## config.mk

```make
export PLATFORM = sky130hd
export DESIGN_NAME = rh_issue_unit_flat
export DESIGN_NICKNAME = d
export VERILOG_FILES = /design/src/rtl/rh_isa_pkg.sv /design/src/rtl/rh_issue_unit_if.sv /design/src/rtl/rh_issue_fifo.sv /design/src/rtl/rh_issue_unit.sv /design/src/flat_wrapper.sv
export SDC_FILE = /design/constraint.sdc
export NUM_CORES = 1
export LEC_CHECK = 0
export CAP_MARGIN = 30
export CORE_ASPECT_RATIO = 1.75
export CORE_MARGIN = 2
export CORE_UTILIZATION = 45
export CTS_BUF_LIST = sky130_fd_sc_hd__clkbuf_16
export DETAILED_ROUTE_END_ITERATION = 10
export PLACE_DENSITY_LB_ADDON = 0.08
export SLEW_MARGIN = 0
export SYNTH_ARGS = -nofsm -noshare
export SYNTH_HDL_FRONTEND = slang
export SYNTH_SLANG_ARGS = --single-unit
```

## constraint.sdc

```tcl
create_clock -name clk -period 5.8 [get_ports clk]
set_input_delay 0.58 -clock clk [delete_from_list [all_inputs] [get_ports clk]]
set_output_delay 0.58 -clock clk [all_outputs]
set_load 0.01 [all_outputs]
```

## src/rtl/rh_isa_pkg.sv

```systemverilog
// Shared ISA definitions for the issue stage: opcode constants, decode classes,
// the fetch/issue packet types and the immediate-extraction helpers.
package rh_isa_pkg;

    localparam int unsigned XLEN = 32;
    localparam int unsigned ILEN = 32;

    localparam logic [6:0] OpcOp     = 7'b0110011;
    localparam logic [6:0] OpcOpImm  = 7'b0010011;
    localparam logic [6:0] OpcLoad   = 7'b0000011;
    localparam logic [6:0] OpcJalr   = 7'b1100111;
    localparam logic [6:0] OpcStore  = 7'b0100011;
    localparam logic [6:0] OpcBranch = 7'b1100011;
    localparam logic [6:0] OpcLui    = 7'b0110111;
    localparam logic [6:0] OpcAuipc  = 7'b0010111;
    localparam logic [6:0] OpcJal    = 7'b1101111;

    typedef enum logic [2:0] {
        ClsR,
        ClsI,
        ClsS,
        ClsB,
        ClsU,
        ClsJ,
        ClsNone
    } op_class_e;

    typedef struct packed {
        logic [XLEN-1:0] pc;
        logic [ILEN-1:0] instr;
    } fetch_pkt_t;

    typedef struct packed {
        logic [XLEN-1:0] pc;
        logic [6:0]      opcode;
        logic [4:0]      rd;
        logic [4:0]      rs1;
        logic [4:0]      rs2;
        logic [XLEN-1:0] imm;
    } issue_pkt_t;

    // Map an opcode onto its encoding format; unknown opcodes read and write nothing.
    function automatic op_class_e opc_class(logic [6:0] opc);
        op_class_e cls;
        cls = ClsNone;
        case (opc)
            OpcOp:                      cls = ClsR;
            OpcOpImm, OpcLoad, OpcJalr: cls = ClsI;
            OpcStore:                   cls = ClsS;
            OpcBranch:                  cls = ClsB;
            OpcLui, OpcAuipc:           cls = ClsU;
            OpcJal:                     cls = ClsJ;
            default:                    cls = ClsNone;
        endcase
        return cls;
    endfunction

    // Sign-extended immediate for the given format; R and unknown carry no immediate.
    function automatic logic [XLEN-1:0] imm_of(op_class_e cls, logic [ILEN-1:0] ins);
        logic [XLEN-1:0] imm;
        imm = '0;
        case (cls)
            ClsI: imm = {{20{ins[31]}}, ins[31:20]};
            ClsS: imm = {{20{ins[31]}}, ins[31:25], ins[11:7]};
            ClsB: imm = {{19{ins[31]}}, ins[31], ins[7], ins[30:25], ins[11:8], 1'b0};
            ClsU: imm = {ins[31:12], 12'b0};
            ClsJ: imm = {{11{ins[31]}}, ins[31], ins[19:12], ins[20], ins[30:21], 1'b0};
            default: imm = '0;
        endcase
        return imm;
    endfunction

endpackage

```

## src/rtl/rh_issue_unit_if.sv

```systemverilog
// Bundle of the issue stage's fetch, execute, writeback and redirect signals.
// The slave view is the issue unit; the master view is whatever surrounds it.
interface rh_issue_unit_if #(
    parameter int unsigned AW = 32,
    parameter int unsigned IW = 32
);
    logic          flush;
    logic          f_valid;
    logic          f_ready;
    logic [AW-1:0] f_pc;
    logic [IW-1:0] f_instr;
    logic          i_valid;
    logic          i_ready;
    logic [AW-1:0] i_pc;
    logic [6:0]    i_opcode;
    logic [4:0]    i_rd;
    logic [4:0]    i_rs1;
    logic [4:0]    i_rs2;
    logic [AW-1:0] i_imm;
    logic          wb_valid;
    logic [4:0]    wb_rd;

    modport slave (
        input  flush, f_valid, f_pc, f_instr, i_ready, wb_valid, wb_rd,
        output f_ready, i_valid, i_pc, i_opcode, i_rd, i_rs1, i_rs2, i_imm
    );

    modport master (
        output flush, f_valid, f_pc, f_instr, i_ready, wb_valid, wb_rd,
        input  f_ready, i_valid, i_pc, i_opcode, i_rd, i_rs1, i_rs2, i_imm
    );

endinterface

```

## src/rtl/rh_issue_fifo.sv

```systemverilog
// Count-based circular buffer of fetch packets. Flush empties it in one cycle
// and wins over any push or pop presented in the same cycle.
module rh_issue_fifo
    import rh_isa_pkg::*;
#(
    parameter int unsigned DEPTH = 4
) (
    input  logic       clk,
    input  logic       rst_n,
    input  logic       flush_i,
    input  logic       push_i,
    input  fetch_pkt_t pkt_i,
    input  logic       pop_i,
    output fetch_pkt_t head_o,
    output logic       full_o,
    output logic       empty_o
);

    localparam int unsigned PtrW = (DEPTH > 1) ? $clog2(DEPTH) : 1;
    localparam int unsigned CntW = $clog2(DEPTH + 1);

    fetch_pkt_t      mem_q [DEPTH];
    logic [PtrW-1:0] wr_ptr_q, wr_ptr_d;
    logic [PtrW-1:0] rd_ptr_q, rd_ptr_d;
    logic [CntW-1:0] count_q, count_d;
    logic            push, pop;

    assign full_o  = (count_q == CntW'(DEPTH));
    assign empty_o = (count_q == '0);

    // Local guards keep the count consistent even if a caller ignores full/empty.
    assign push = push_i & ~full_o & ~flush_i;
    assign pop  = pop_i & ~empty_o & ~flush_i;

    // Next pointer/count; DEPTH is a power of two so pointers wrap naturally.
    always_comb begin
        wr_ptr_d = wr_ptr_q;
        rd_ptr_d = rd_ptr_q;
        count_d  = count_q;
        if (flush_i) begin
            wr_ptr_d = '0;
            rd_ptr_d = '0;
            count_d  = '0;
        end else begin
            if (push) begin
                wr_ptr_d = wr_ptr_q + 1'b1;
            end
            if (pop) begin
                rd_ptr_d = rd_ptr_q + 1'b1;
            end
            if (push && !pop) begin
                count_d = count_q + 1'b1;
            end else if (pop && !push) begin
                count_d = count_q - 1'b1;
            end
        end
    end

    // Pointer and occupancy state with synchronous reset.
    always_ff @(posedge clk) begin
        if (!rst_n) begin
            wr_ptr_q <= '0;
            rd_ptr_q <= '0;
            count_q  <= '0;
        end else begin
            wr_ptr_q <= wr_ptr_d;
            rd_ptr_q <= rd_ptr_d;
            count_q  <= count_d;
        end
    end

    // Storage needs no reset: an entry is only observed once count covers it.
    always_ff @(posedge clk) begin
        if (push) begin
            mem_q[wr_ptr_q] <= pkt_i;
        end
    end

    assign head_o = mem_q[rd_ptr_q];

endmodule

```

## src/rtl/rh_issue_unit.sv

```systemverilog
// In-order issue stage: buffers fetched instructions, decodes the head entry,
// stalls it on a scoreboard RAW hazard and hands it to execute.
module rh_issue_unit
    import rh_isa_pkg::*;
#(
    parameter int unsigned DEPTH = 4,
    parameter int unsigned IW    = 32,
    parameter int unsigned AW    = 32,
    parameter int unsigned NREG  = 32
) (
    input logic            clk,
    input logic            rst_n,
    rh_issue_unit_if.slave bus_io
);

    fetch_pkt_t      push_pkt, head;
    logic            fifo_full, fifo_empty;
    logic            push, pop;
    logic            f_ready, i_valid;

    logic [IW-1:0]   head_instr;
    logic [AW-1:0]   head_pc;
    op_class_e       head_cls;
    logic [4:0]      head_rd, head_rs1, head_rs2;
    logic            uses_rs1, uses_rs2, writes_rd;
    logic            hazard;

    logic [NREG-1:0] sb_q, sb_d;

    assign push_pkt = '{pc: bus_io.f_pc, instr: bus_io.f_instr};

    // No pop bypass: a full buffer refuses fetch even while execute drains it.
    assign f_ready = rst_n & ~fifo_full;
    assign push    = bus_io.f_valid & f_ready;
    assign i_valid = rst_n & ~fifo_empty & ~hazard & ~bus_io.flush;
    assign pop     = i_valid & bus_io.i_ready;

    assign bus_io.f_ready = f_ready;
    assign bus_io.i_valid = i_valid;

    rh_issue_fifo #(
        .DEPTH (DEPTH)
    ) u_fifo (
        .clk     (clk),
        .rst_n   (rst_n),
        .flush_i (bus_io.flush),
        .push_i  (push),
        .pkt_i   (push_pkt),
        .pop_i   (pop),
        .head_o  (head),
        .full_o  (fifo_full),
        .empty_o (fifo_empty)
    );

    assign head_instr = head.instr;
    assign head_pc    = head.pc;
    assign head_rd    = head_instr[11:7];
    assign head_rs1   = head_instr[19:15];
    assign head_rs2   = head_instr[24:20];

    // Decode the head entry's register usage from its format.
    always_comb begin
        head_cls  = opc_class(head_instr[6:0]);
        uses_rs1  = head_cls inside {ClsR, ClsI, ClsS, ClsB};
        uses_rs2  = head_cls inside {ClsR, ClsS, ClsB};
        writes_rd = head_cls inside {ClsR, ClsI, ClsU, ClsJ};
        hazard    = (uses_rs1 & sb_q[head_rs1]) | (uses_rs2 & sb_q[head_rs2]);
    end

    // Issue data follows the head; forced to zero in reset and when nothing is buffered.
    always_comb begin
        bus_io.i_pc     = '0;
        bus_io.i_opcode = '0;
        bus_io.i_rd     = '0;
        bus_io.i_rs1    = '0;
        bus_io.i_rs2    = '0;
        bus_io.i_imm    = '0;
        if (rst_n && !fifo_empty) begin
            bus_io.i_pc     = head_pc;
            bus_io.i_opcode = head_instr[6:0];
            bus_io.i_rd     = head_rd;
            bus_io.i_rs1    = head_rs1;
            bus_io.i_rs2    = head_rs2;
            bus_io.i_imm    = imm_of(head_cls, head_instr);
        end
    end

    // Scoreboard update: writeback clears first so a same-cycle issue to the same reg wins.
    always_comb begin
        sb_d = sb_q;
        if (bus_io.wb_valid && bus_io.wb_rd != 5'd0) begin
            sb_d[bus_io.wb_rd] = 1'b0;
        end
        if (pop && writes_rd && head_rd != 5'd0) begin
            sb_d[head_rd] = 1'b1;
        end
        sb_d[0] = 1'b0;
    end

    // Scoreboard state; survives flush because in-flight ops still write back.
    always_ff @(posedge clk) begin
        if (!rst_n) begin
            sb_q <= '0;
        end else begin
            sb_q <= sb_d;
        end
    end

endmodule

```

## src/flat_wrapper.sv

```systemverilog
// flat-port wrapper written by rule: the top's interface ports become plain ports
module rh_issue_unit_flat import rh_isa_pkg::*;
#(
    parameter int unsigned DEPTH = 4,
    parameter int unsigned IW    = 32,
    parameter int unsigned AW    = 32,
    parameter int unsigned NREG  = 32
)
  (clk, rst_n, bus_io_flush, bus_io_f_valid, bus_io_f_pc, bus_io_f_instr, bus_io_i_ready, bus_io_wb_valid, bus_io_wb_rd, bus_io_f_ready, bus_io_i_valid, bus_io_i_pc, bus_io_i_opcode, bus_io_i_rd, bus_io_i_rs1, bus_io_i_rs2, bus_io_i_imm);
  rh_issue_unit_if #(.AW(AW), .IW(IW)) bus_io_i ();
  input logic clk;
  input logic rst_n;
  input wire logic [$bits(bus_io_i.flush)-1:0] bus_io_flush;
  input wire logic [$bits(bus_io_i.f_valid)-1:0] bus_io_f_valid;
  input wire logic [$bits(bus_io_i.f_pc)-1:0] bus_io_f_pc;
  input wire logic [$bits(bus_io_i.f_instr)-1:0] bus_io_f_instr;
  input wire logic [$bits(bus_io_i.i_ready)-1:0] bus_io_i_ready;
  input wire logic [$bits(bus_io_i.wb_valid)-1:0] bus_io_wb_valid;
  input wire logic [$bits(bus_io_i.wb_rd)-1:0] bus_io_wb_rd;
  output wire logic [$bits(bus_io_i.f_ready)-1:0] bus_io_f_ready;
  output wire logic [$bits(bus_io_i.i_valid)-1:0] bus_io_i_valid;
  output wire logic [$bits(bus_io_i.i_pc)-1:0] bus_io_i_pc;
  output wire logic [$bits(bus_io_i.i_opcode)-1:0] bus_io_i_opcode;
  output wire logic [$bits(bus_io_i.i_rd)-1:0] bus_io_i_rd;
  output wire logic [$bits(bus_io_i.i_rs1)-1:0] bus_io_i_rs1;
  output wire logic [$bits(bus_io_i.i_rs2)-1:0] bus_io_i_rs2;
  output wire logic [$bits(bus_io_i.i_imm)-1:0] bus_io_i_imm;
  assign bus_io_i.flush = bus_io_flush;
  assign bus_io_i.f_valid = bus_io_f_valid;
  assign bus_io_i.f_pc = bus_io_f_pc;
  assign bus_io_i.f_instr = bus_io_f_instr;
  assign bus_io_i.i_ready = bus_io_i_ready;
  assign bus_io_i.wb_valid = bus_io_wb_valid;
  assign bus_io_i.wb_rd = bus_io_wb_rd;
  assign bus_io_f_ready = bus_io_i.f_ready;
  assign bus_io_i_valid = bus_io_i.i_valid;
  assign bus_io_i_pc = bus_io_i.i_pc;
  assign bus_io_i_opcode = bus_io_i.i_opcode;
  assign bus_io_i_rd = bus_io_i.i_rd;
  assign bus_io_i_rs1 = bus_io_i.i_rs1;
  assign bus_io_i_rs2 = bus_io_i.i_rs2;
  assign bus_io_i_imm = bus_io_i.i_imm;
  rh_issue_unit #(.DEPTH(DEPTH), .IW(IW), .AW(AW), .NREG(NREG)) u_core (.clk(clk), .rst_n(rst_n), .bus_io(bus_io_i));
endmodule
```

==> results.md <==
* Critical Path RT at ~5.2 ns
* N_diodes at 0
* Cts hold-fix bufs at 0
* Avg Inst Size Synth at 16.3 µm²
* Post-route total power at 4.44 mW
* Flop pwr share at 0.527
* Register area share after synthesis at 0.664
* Routed len/inst at 25.8 µm
* GRT Total Usage at 0.231
* Synthesized area at 12800 µm²
* Sw Share at 0.207
* Most frequent cells in the layout: edfxtp_1, clkdlybuf4s50_1, mux4_2
* Largest net degree at the start of global routing at 61
* CP max stage delay at 0.60 ns
* ANT nets after route at 0
* CP Depth at 15
* Setup repair after global routing missed its margin: no
* Place WS at 0.839 ns
* Worst setup path end: bus_io_i_imm[11]
* Post-synth cell types at 54
* Core footprint at 28000 µm²
* Pwr per Cell Area at 282 nW/µm²
* Run status: finished, final reports clean
* Worst reg2reg path endpoint: u_core.u_fifo.count_q[2]
* DRT iter0 DRCs at 457
* CP startpoint kind: flop
* Clk sink count at approximately 300
* IO Port Bufs at around 160
* Reg clk slew, reported paths at 0.07 ns
* Leak Pwr at 5.20 nW
* Worst Skew at about 0.011 ns
* FILL cells at around 2300
* Fmax at roughly 0.18 GHz
* Critical Path Sink Type: output pin
* Worst R2R Path Depth at 16
* Flops & latches, synth at 296
* Final Hold Vio Count at 0
* Drt pass-1 iters at 5
* Hold slack at 0.464 ns
* Post-Synthesis Cells at 787
* Post-synth top flop: edfxtp_1
* Worst-path fanout max at 15
* Clock network power share at 0.419
* Busiest metal layer after global routing: met2
* Die Wd at 131 µm
* Routed WL at 34500 µm
* Switch Pwr at roughly 0.9 mW
* Post-layout nets at 1026
* Finished Layout Cells at 1336
* Count of pins over their slew limit at 0
* Vias at around 8000
* Final RePlAce weighted congestion at 0.968
* Dpl hpwl at 23700 µm
* Critical-path top delay cell: mux4_2
* Setup TNS at 0 ns
* Die height at 227 µm
* Worst path buffer plus inverter count at 5
* Met3 usage at 0.0307
* Dpl cells at between 1000 and 1500
* Worst vdd ir at between 0.2 and 0.25 mV
* Critical-path cell list: buf_4, mux4_2, and3b_1, a22o_1, nand3_1, ha_1, inv_1, o21ai_2, buf_4, nor2_1, buf_4, a22o_1, nand2_1, a21oi_1, clkdlybuf4s50_1
* Via/cell ratio at 5.87
* Die ar. at 29800 µm²
* Total congestion overflow at 0
* Post-Route Utilization at 0.563
* Clock root buffer: clkbuf_16
* Row cnt at between 80 and 90
* Layout cell share with drive strength beyond 1 at 0.177
* Min Clock Period, post-route at between 5 and 6 ns
* Synthesis-to-layout area growth at 23.1%
* Ports at 163
* Number of max-cap violations at 0
* Max_slew headroom at 0.331
* Hold Path Class: flop to flop
* Starting Density at 0.457
* Met1 Track Usage GR at 0.251
* Crit Path Category: flop to output pin
* CP delay by family, top: buffers and inverters
* CTS buffer count at 28
* Finished Cell Area at 15700 µm²
* DRC viols at 0
* Post-DP Area at around 15000 µm²
* CTS tree: done
* Final period utilization at 0.944
* Critical path's most frequent cell: buf_4
* Initial antenna violation count at 1
* FFs w/ async S/R, synth at 0
* Commonest non-fill, non-tap cell in the layout: edfxtp_1
* Met2 usage at 0.438
* Worst-Margin Slew at approximately 1.0 ns
* Comb pwr share at 0.054
* Setup-failing EPs final at 0
* Internal power at 3.52 mW
* Number of H-tree levels at 1
* Vias in the first global route at 8294
* Flop-to-flop setup slack at 0.95 ns
* Clock Path Buffers at 3
* Worst setup margin at 0.322 ns
* Synthesis warning total at 0
* Mapped Nets at about 870
* Clock latency on the worst-skew pair at between 0.5 and 0.6 ns
* First-pass GRT wire length at 51300 µm
* Number of enable flip-flop cells after synthesis at between 200 and 300
* CP arrival at 4.90 ns
registers in the layout, indices dropped and copies added (netlist names), named ones only:
| register | flops |
|---|---|
| u_core.u_fifo.count_q | 3 |
| u_core.u_fifo.mem_q | 256 |
| u_core.u_fifo.wr_ptr_q | 2 |
| u_core.sb_q | 31 |
| u_core.u_fifo.rd_ptr_q | 2 |
layout make-up:
class	count	area, µm²	share of cell area
clock buffers	29	726	0.0461
clock inverters	20	204	0.0130
inverters	5	18.8	0.00119
multi-input cells	435	4100	0.260
flip-flops and latches	296	8500	0.540
well taps	373	467	0.0296
repair buffers	178	1740	0.110
cells in the mapped netlist, drive strengths merged (3+ instances only):
library cell | instances | share of area
a21oi | 27 | 0.011
a22o | 3 | 0.0021
a22oi | 8 | 0.0047
and2 | 15 | 0.0073
and3 | 55 | 0.027
buf | 20 | 0.0086
clkbuf | 31 | 0.0091
dfxtp | 40 | 0.063
edfxtp | 256 | 0.60
ha | 6 | 0.0059
inv | 5 | 0.0015
mux2 | 6 | 0.0053
mux2i | 21 | 0.016
mux4 | 67 | 0.12
nand2 | 47 | 0.014
nand2b | 13 | 0.0064
nand3 | 11 | 0.0047
nand3b | 3 | 0.0018
nor2 | 30 | 0.0088
nor2b | 10 | 0.0049
nor3 | 8 | 0.0031
nor3b | 3 | 0.0018
nor4 | 3 | 0.0015
o211ai | 34 | 0.021
o21ai | 15 | 0.0059
o41ai | 24 | 0.028
or2 | 3 | 0.0017
or3 | 3 | 0.0015
timing repair:
item,4_1_cts,5_1_grt
setup buffers,0,0
gates resized for setup,0,3
setup endpoints to repair,0,11
worst reg2reg max path: cells and delay by family (launching register included):
family          cells  cell delay, ns
simple gates        5            1.25
xor+xnor            1            0.18
fa+ha+maj           3            0.96
buf+inv             2            0.43
compound gates      4            0.80
mux                 1            0.61
flops               1            0.53
how the worst min path moves through the flow:
stage	start	end	slack, ns	depth (start not counted)
3_5_place_dp	u_core.u_fifo.rd_ptr_q[1]	flop	0.45	1
6_report	u_core.u_fifo.rd_ptr_q[1]	flop	0.46	1
5_1_grt	u_core.u_fifo.rd_ptr_q[1]	flop	0.49	1
2_1_floorplan	u_core.u_fifo.rd_ptr_q[1]	flop	0.43	1
3_3_place_gp	u_core.u_fifo.rd_ptr_q[1]	flop	0.43	1
4_1_cts	u_core.u_fifo.rd_ptr_q[1]	flop	0.47	1
power groups by stage:
stage | Clock, mW | Sequential (mW) | Combinational, mW
3_5_place_dp | 0 | 2.38 | 0.242
3_3_place_gp | 0 | 2.38 | 0.238
5_1_grt | 1.98 | 2.34 | 0.257
6_report | 1.86 | 2.34 | 0.242
2_1_floorplan | 0 | 2.38 | 0.106
4_1_cts | 1.90 | 2.34 | 0.243
kinds of logic (layout without fill, tap and decap cells):
kind of cell / after synthesis / count (layout) / share of synthesized area
mux: 94 / 94 / 0.140
buf+inv: 56 / 232 / 0.0192
flops: 296 / 296 / 0.664
fa+ha+maj: 7 / 7 / 0.00743
compound gates: 123 / 123 / 0.0811
xor+xnor: 3 / 3 / 0.00205
simple gates: 208 / 208 / 0.0870
per-layer routing:
metal / part of all wire / vias to the layer above
met3: 0.043 / 83
met4: 0.052 / 0
li1: - / 3474
met5: 0 / -
met1: 0.35 / 4004
met2: 0.55 / 278
(Power assumes the default switching activity.)
